### config.mk
export PLATFORM = sky130hd
export DESIGN_NAME = ring_counter_param
export DESIGN_NICKNAME = d
export VERILOG_FILES = /design/src/rtl/ring_counter_param_pkg.sv /design/src/rtl/ring_counter_param_checker.sv /design/src/rtl/ring_counter_param.sv
export SDC_FILE = /design/constraint.sdc
export NUM_CORES = 1
export LEC_CHECK = 0
export CAP_MARGIN = 20
export CORE_MARGIN = 3
export CORE_UTILIZATION = 43
export CTS_CLUSTER_SIZE = 28
export DETAILED_ROUTE_END_ITERATION = 8
export PLACE_DENSITY = 0.75
export SLEW_MARGIN = 10
export SYNTH_ARGS = -nofsm -noshare
export SYNTH_HDL_FRONTEND = slang
export SYNTH_SLANG_ARGS = --single-unit
### constraint.sdc
create_clock -name clk -period 2 [get_ports clk]
set_input_delay 0.2 -clock clk [delete_from_list [all_inputs] [get_ports clk]]
set_output_delay 0.2 -clock clk [all_outputs]
set_load 0.02 [all_outputs]
### src/rtl/ring_counter_param_pkg.sv
// Shared encodings for the ring/Johnson counter and its legality checker.
package ring_counter_param_pkg;

  // Counting mode select
  localparam logic MODE_RING    = 1'b0;
  localparam logic MODE_JOHNSON = 1'b1;

  // Shift direction select
  localparam logic DIR_UP       = 1'b0;  // toward MSB
  localparam logic DIR_DOWN     = 1'b1;  // toward LSB

endpackage

### src/rtl/ring_counter_param_checker.sv
// Combinational legality check of a counter code for the selected mode.
module ring_code_checker
  import ring_counter_param_pkg::*;
#(
  parameter int WIDTH = 4
) (
  input  logic [WIDTH-1:0] code,
  input  logic             mode,
  output logic             legal
);

  localparam logic [WIDTH-1:0] ONE = WIDTH'(1);

  logic             ring_ok;
  logic             therm_ok;
  logic [WIDTH-1:0] norm;

  // Ring: exactly one bit set. Johnson: thermometer or its complement;
  // complements have bit0 clear, so inverting them yields a thermometer.
  always_comb begin
    ring_ok  = (code != '0) && ((code & (code - ONE)) == '0);
    norm     = code[0] ? code : ~code;
    therm_ok = ((norm & (norm + ONE)) == '0);
    legal    = (mode == MODE_JOHNSON) ? therm_ok : ring_ok;
  end

endmodule

### src/rtl/ring_counter_param.sv
// Parameterised ring / Johnson counter with phase tracking and repair.
module ring_counter_param
  import ring_counter_param_pkg::*;
#(
  parameter int               WIDTH        = 4,
  parameter logic [WIDTH-1:0] RESET_VALUE  = WIDTH'(1),
  parameter bit               SELF_CORRECT = 1'b1,
  localparam int              PW           = $clog2(2*WIDTH)
) (
  input  logic             clk,
  input  logic             rst,
  input  logic             en,
  input  logic             mode,
  input  logic             dir,
  input  logic             load,
  input  logic [WIDTH-1:0] preset,
  output logic [WIDTH-1:0] out,
  output logic [PW-1:0]    phase,
  output logic             wrap,
  output logic             illegal
);

  localparam logic [WIDTH-1:0] ONE       = WIDTH'(1);
  localparam logic [PW-1:0]    PH_ONE    = PW'(1);
  localparam logic [PW-1:0]    RING_LAST = PW'(WIDTH - 1);
  localparam logic [PW-1:0]    JOHN_LAST = PW'(2*WIDTH - 1);

  logic [WIDTH-1:0] out_q, out_d;
  logic [PW-1:0]    phase_q, phase_d;
  logic             wrap_q, wrap_d;
  logic             mode_q;

  logic             legal;
  logic             mode_chg;
  logic             shift_in;
  logic [WIDTH-1:0] stepped;
  logic [PW-1:0]    last;

  ring_code_checker #(.WIDTH(WIDTH)) u_chk (
    .code  (out_q),
    .mode  (mode),
    .legal (legal)
  );

  assign illegal = ~legal;
  assign out     = out_q;
  assign phase   = phase_q;
  assign wrap    = wrap_q;

  // Shifted code and period bookkeeping for the currently selected mode
  always_comb begin
    mode_chg = (mode != mode_q);
    last     = (mode == MODE_JOHNSON) ? JOHN_LAST : RING_LAST;
    shift_in = (dir == DIR_UP) ? out_q[WIDTH-1] : out_q[0];
    if (mode == MODE_JOHNSON) shift_in = ~shift_in;
    stepped  = (dir == DIR_UP) ? {out_q[WIDTH-2:0], shift_in}
                               : {shift_in, out_q[WIDTH-1:1]};
  end

  // Next state: load beats step beats hold; a mode switch restarts phase
  always_comb begin
    out_d   = out_q;
    phase_d = phase_q;
    wrap_d  = 1'b0;
    if (mode_chg) phase_d = '0;
    if (load) begin
      out_d   = preset;
      phase_d = '0;
    end else if (en) begin
      if (illegal && SELF_CORRECT) begin
        out_d   = (mode == MODE_JOHNSON) ? '0 : ONE;
        phase_d = '0;
      end else begin
        out_d = stepped;
        if (!mode_chg) begin
          if (dir == DIR_UP) begin
            wrap_d  = (phase_q == last);
            phase_d = (phase_q == last) ? '0 : phase_q + PH_ONE;
          end else begin
            wrap_d  = (phase_q == '0);
            phase_d = (phase_q == '0) ? last : phase_q - PH_ONE;
          end
        end
      end
    end
  end

  // State register with synchronous active-low reset
  always_ff @(posedge clk) begin
    if (!rst) begin
      out_q   <= RESET_VALUE;
      phase_q <= '0;
      wrap_q  <= 1'b0;
      mode_q  <= MODE_RING;
    end else begin
      out_q   <= out_d;
      phase_q <= phase_d;
      wrap_q  <= wrap_d;
      mode_q  <= mode;
    end
  end

endmodule

==> impl_metrics.yaml, run 1 <==
setup_path:
  r2r_cells: 8
  cp-start-kind: "register"
  cp.required_ns: 1.80
  worstSetupPathType: "reg2out"
  worstPathCellList: "inv_1, ha_4, maj3_2, a21oi_4, mux2i_4, buf_4"
  r2r_end: "out[2]"
  critPathBufInv: 2
  reg2reg_slack_ns: 0.13
  regToRegStartpoint: "out[0]"
  crit_family: "adder cells"
  max_stage_delay_ns: 0.33
  cp-end-kind: "output pin"
  critical_path_arrival_ns: 1.69
  crit_fanout: 3
  cpMaxStageDelayCell: "maj3_2"
hold_path:
  min_path_cells: 3
  min_from: "preset[0]"
  hp-class: "in2reg"
  min_to: "out[0]"
yosys:
  syn_area_per_cell_um2: 8.48
  yosys_most_used_dff: "dfxtp_1"
  synth_edf_count: 0
  ys_ff_latch: 9
  synth_area_um2: 772
  yosysWarningCount: 0
  async_reset_ff_share_pct: 0
  ys_types: 35
  syn_nets: 107
  syn_inst: 91
  synth_seq_area_share_pct: 23.3
timing:
  tns_ns: 0
  final.min_clock_period_ns: 1.89
  max_freq_ghz: 0.529
  finalSetupViolCount: 0
  tightest_slew_ns: 0.363
  setup_slack_ns: 0.110
  grt_setup_unrepaired: "false"
  fin_skew_ns: 0.00426
  fin_crit_sh_pct: 94.5
  slew_violations: 0
  slew_headroom_pct: 75.8
  final_hold_viol_count: 0
global_routing:
  antenna_found_initial: 0
  grt_pass1_vias: 654
  grt_max_degree: 13
  grtUsageTotal_pct: 16.5
  grt-ovfl-total: 0
  grt_pass1_wl_mm: 3.05
floorplan:
  start_util_pct: 48.4
  core_area_um2: 1590
  die_area_um2: 2340
  die_y_um: 48.4
  rows: 14
  pin_count: 19
  die_w_um: 48.4
clocking:
  cts_hold_buf: 0
  cts_inserted_buffers: 3
  clkLatencyLatePin_ns: 0.26
  cts_tree: "built"
  htreeDepth: 1
  path_clk_slew_ns: 0.07
  cts_root_buf: "clkbuf_4"
  clock_sinks: 9
  clk_path_buf_depth: 2
drt:
  drc: 0
  vias: 703
  first_pass_iters: 4
  avgViaCountPerCell: 5.02
  dr.first_iter.drc_count: 13
  ant_nets: 0
  wl_per_cell_um: 12.8
  wirelength_mm: 1.79
run:
  cap_violations: 0
outcome:
  outcome: "finished, final reports clean"
placed_design:
  portBuffers: 18
  place_congestion: 0.825
  pre_cts_ws_ns: -0.0763
  dpl.hpwl_mm: 1.37
pwr:
  seq_power_share_pct: 34.4
  power.total_mw: 0.570
  irDropWorstVdd_uv: 364
  pwr-share-comb_pct: 40.8
  sw_frac_of_total_pct: 32.9
  pwr-share-clk_pct: 24.8
  p_leak_nw: 0.404
  pwr_density_cell_nw_per_um2: 537
  p_int_mw: 0.383
  power_switching_mw: 0.188
final_layout:
  n_antenna_cell: 0
  nNetsFinal: 133
  final_cell_mix: "clkdlybuf4s50_1, buf_4, nand2_1"
  drive_gt1_share_pct: 23.3
  layout_commonest_cell: "clkdlybuf4s50_1"
  area_growth_pct: 37.4
[power by group through the flow]
stage                     logic, mW  clock network [mW]  registers, mW
after floorplan               0.132                   0          0.210
after global placement        0.215                   0          0.199
after detailed placement      0.219                   0          0.199
after CTS                     0.222               0.142          0.195
after global routing          0.252               0.160          0.197
final                         0.232               0.142          0.196
[synthesized netlist by cell type (2+ instances only)]
cell	n	area share, %
buf_6	3	4.4
nand2_1	8	3.9
o22ai_1	3	2.4
mux2i_1	2	2.6
xnor2_1	4	4.5
o21ai_0	4	2.6
ha_1	6	9.7
clkbuf_1	2	0.97
and2_1	4	3.2
o31ai_1	3	2.9
nor3_1	2	1.3
nand3_1	2	1.3
nor2_1	6	2.9
a21oi_1	6	3.9
dfxtp_1	9	23
inv_1	6	2.9
nor2b_1	3	2.4
[sequential cells by signal, indices dropped and copies added, names as in the netlist]
register  flops
out           4
phase         3
mode_q        1
wrap          1
[cell type report]
type | count | area, µm²
multi-input cells | 70 | 554
fillers | 144 | 533
repair buffers | 27 | 245
flip-flops and latches | 9 | 183
well taps | 24 | 30.0
clock buffers | 4 | 26.3
inverters | 6 | 22.5
[how the worst max path moves through the flow]
stage / endpoint / start / cells past startpoint
4_1_cts: illegal / out[0] / 6
6_report: illegal / out[0] / 6
3_5_place_dp: illegal / out[0] / 7
3_3_place_gp: illegal / out[0] / 7
2_1_floorplan: out[1] / out[0] / 9
5_1_grt: illegal / out[0] / 6
[cell families after synthesis]
kind of cell	share of synthesized area, %
AO/OA/AOI/OAI	22.7
XOR/XNOR	5.67
adder cells (fa/ha/maj)	11.2
buffers and inverters	9.24
flip-flops	23.3
multiplexers	6.97
AND/OR/NAND/NOR	20.9
[through the flow]
stage / hold slack [ns] / utilization [%] / cell area, µm² / cells
final: 0.541 / 66.6 / 1060 / 140
after global routing: 0.542 / 66.6 / 1060 / 140
after CTS: 0.540 / 65.3 / 1040 / 140
after detailed placement: 0.646 / 63.2 / 1010 / 136
after global placement: 0.631 / 63.2 / 1010 / 136
after floorplan: 0.272 / - / 778 / 91
[what timing repair did]
item,CTS,global route
pin swaps,0,2
setup endpoints to repair,1,4
gates resized for setup,6,4
hold endpoints to repair,0,0
setup buffers,0,0
[tightest hold or removal path, delay by kind of cell]
family	cells	cell delay, ns
AND/OR/NAND/NOR	2	0.15
buffers and inverters	1	0.40
[layer usage]
layer,GRT usage [%],vias to the layer above,share of wire [%]
met5,0,-,0
met4,7.11,0,1.6
met3,1.84,4,2.3
met2,25.5,10,46
met1,23.2,322,50
li1,-,367,-
Note: power is estimated with default switching activity, not from simulation.
==> inputs of run 2 (changes only) <==
Settings changed: CTS_BUF_LIST set to sky130_fd_sc_hd__clkbuf_8 sky130_fd_sc_hd__clkbuf_16.
==> impl_metrics.yaml, run 2 (same netlist as run 1, synthesis figures left out) <==
drt:
  avgViaCountPerCell: 5.06
  first_pass_iters: 4
  dr.first_iter.drc_count: 9
  ant_nets: 0
  vias: 708
  wirelength_mm: 1.80
  wl_per_cell_um: 12.9
  drc: 0
global_routing:
  use_met3_pct: 3.68
  antenna_found_initial: 0
  grtUsageTotal_pct: 16.3
  grt_pass1_wl_mm: 3.01
  gr-usage-met1_pct: 22.8
  busiest_layer: "met2"
  grt-ovfl-total: 0
  grt_pass1_vias: 637
  grt.met2_usage_pct: 25.2
  grt_max_degree: 13
clocking:
  clock_sinks: 9
  clk_path_buf_depth: 2
  clkLatencyLatePin_ns: 0.23
  cts_hold_buf: 0
  cts_tree: "built"
  cts_root_buf: "clkbuf_8"
  htreeDepth: 1
  path_clk_slew_ns: 0.05
  cts_inserted_buffers: 3
floorplan:
  die_w_um: 48.4
  rows: 14
  pin_count: 19
  core_area_um2: 1590
  die_y_um: 48.4
  die_area_um2: 2340
  start_util_pct: 48.4
setup_path:
  critical_path_arrival_ns: 2.06
  critPathBufInv: 3
  cp.required_ns: 2.18
  cpMaxStageDelayCell: "a2111oi_4"
  cp-end-kind: "register"
  crit_fanout: 7
  cp-start-kind: "register"
  cpMostUsedCell: "buf_4"
  max_stage_delay_ns: 0.41
  crit_family: "compound AO/OA/AOI/OAI gates"
  worstPathCellList: "inv_1, buf_4, ha_1, nor2_1, a2111oi_4, mux2i_4, buf_4, o31ai_2, and2_1"
  worstSetupPathType: "reg2reg"
timing:
  finalSetupViolCount: 0
  slew_headroom_pct: 75.8
  final_hold_viol_count: 0
  fin_skew_ns: 0.00439
  holdWs_ns: 0.568
  fin_crit_sh_pct: 94.3
  slew_violations: 0
  max_freq_ghz: 0.530
  tightest_slew_ns: 0.363
  final.min_clock_period_ns: 1.89
final_layout:
  layout_commonest_cell: "clkdlybuf4s50_1"
  nNetsFinal: 133
  final_cell_mix: "clkdlybuf4s50_1, buf_4, nand2_1"
  n_antenna_cell: 0
  fill_cells: 137
  final_util_pct: 67.6
  largest_register_ffs: 4
  drive_gt1_share_pct: 22.4
  area_growth_pct: 39.5
pwr:
  irDropWorstVdd_uv: 390
  p_leak_nw: 0.415
  pwr_density_cell_nw_per_um2: 587
  p_int_mw: 0.438
  seq_power_share_pct: 31.1
  sw_frac_of_total_pct: 30.7
  pwr-share-clk_pct: 32.7
  power_switching_mw: 0.194
  pwr-share-comb_pct: 36.3
outcome:
  outcome: "finished, final reports clean"
placed_design:
  portBuffers: 18
  place_congestion: 0.825
  dpl.hpwl_mm: 1.37
hold_path:
  hp-class: "in2reg"
run:
  cap_violations: 0
[run 2: changes by cell type in the layout (fill, tap and decap cells not counted), sizes merged]
| cell | delta |
|---|---|
| clkbuf | -1 |
| inv | +1 |
[run 2: per-layer routing]
layer	vias to the layer above	part of all wire, %
met5	-	0
met4	0	0.28
met3	2	2.3
met2	8	47
met1	328	50
li1	370	-
[run 2: area by class of cell]
type | count | area [µm²] | area share [%]
tap | 24 | 30.0 | 2.79
timing repair buffer | 27 | 243 | 22.5
multi-input combinational | 70 | 554 | 51.5
sequential | 9 | 183 | 17.0
clock buffer | 3 | 41.3 | 3.83
inverter | 6 | 22.5 | 2.09
clock inverter | 1 | 3.75 | 0.348
[run 2: per-stage QoR]
step,area [µm²],instances,setup WS (ns),power [mW],TNS (ns)
floorplan,778,91,0.00462,0.342,0
global placement,1010,136,-0.0491,0.415,-0.0491
detailed placement,1010,136,-0.0763,0.419,-0.0763
CTS,1060,140,0.0766,0.627,0
global route,1080,140,-0.0102,0.668,-0.0102
finish,1080,140,0.114,0.632,0
[run 2: worst register-to-register path: stages (launching register included)]
cell and delay (ns):
dfxtp_2 0.31, inv_1 0.09, buf_4 0.12, ha_1 0.14
nor2_1 0.06, a2111oi_4 0.41, mux2i_4 0.11, buf_4 0.18
o31ai_2 0.24, and2_1 0.15
[run 2: worst paths after layout]
path / startpoint / to / slack (ns) / cells after the start
max: out[1] / out[2] / 0.11 / 9
min: preset[0] / out[0] / 0.57 / 3
max reg2reg: out[1] / out[2] / 0.11 / 9
min reg2reg: mode_q / phase[0] / 0.67 / 3
[run 2: repair_timing]
action,CTS,global route
pin swaps,0,2
resized for setup,6,2
endpoints found under the hold margin,0,0
setup endpoints to repair,1,3
setup buffers,0,0
[run 2: power by group through the flow]
| stage | Clock [mW] | Combinational (mW) | Sequential [mW] |
|---|---|---|---|
| 2_1_floorplan | 0 | 0.132 | 0.210 |
| 3_3_place_gp | 0 | 0.215 | 0.199 |
| 3_5_place_dp | 0 | 0.219 | 0.199 |
| 4_1_cts | 0.209 | 0.223 | 0.196 |
| 5_1_grt | 0.221 | 0.250 | 0.197 |
| 6_report | 0.206 | 0.229 | 0.196 |
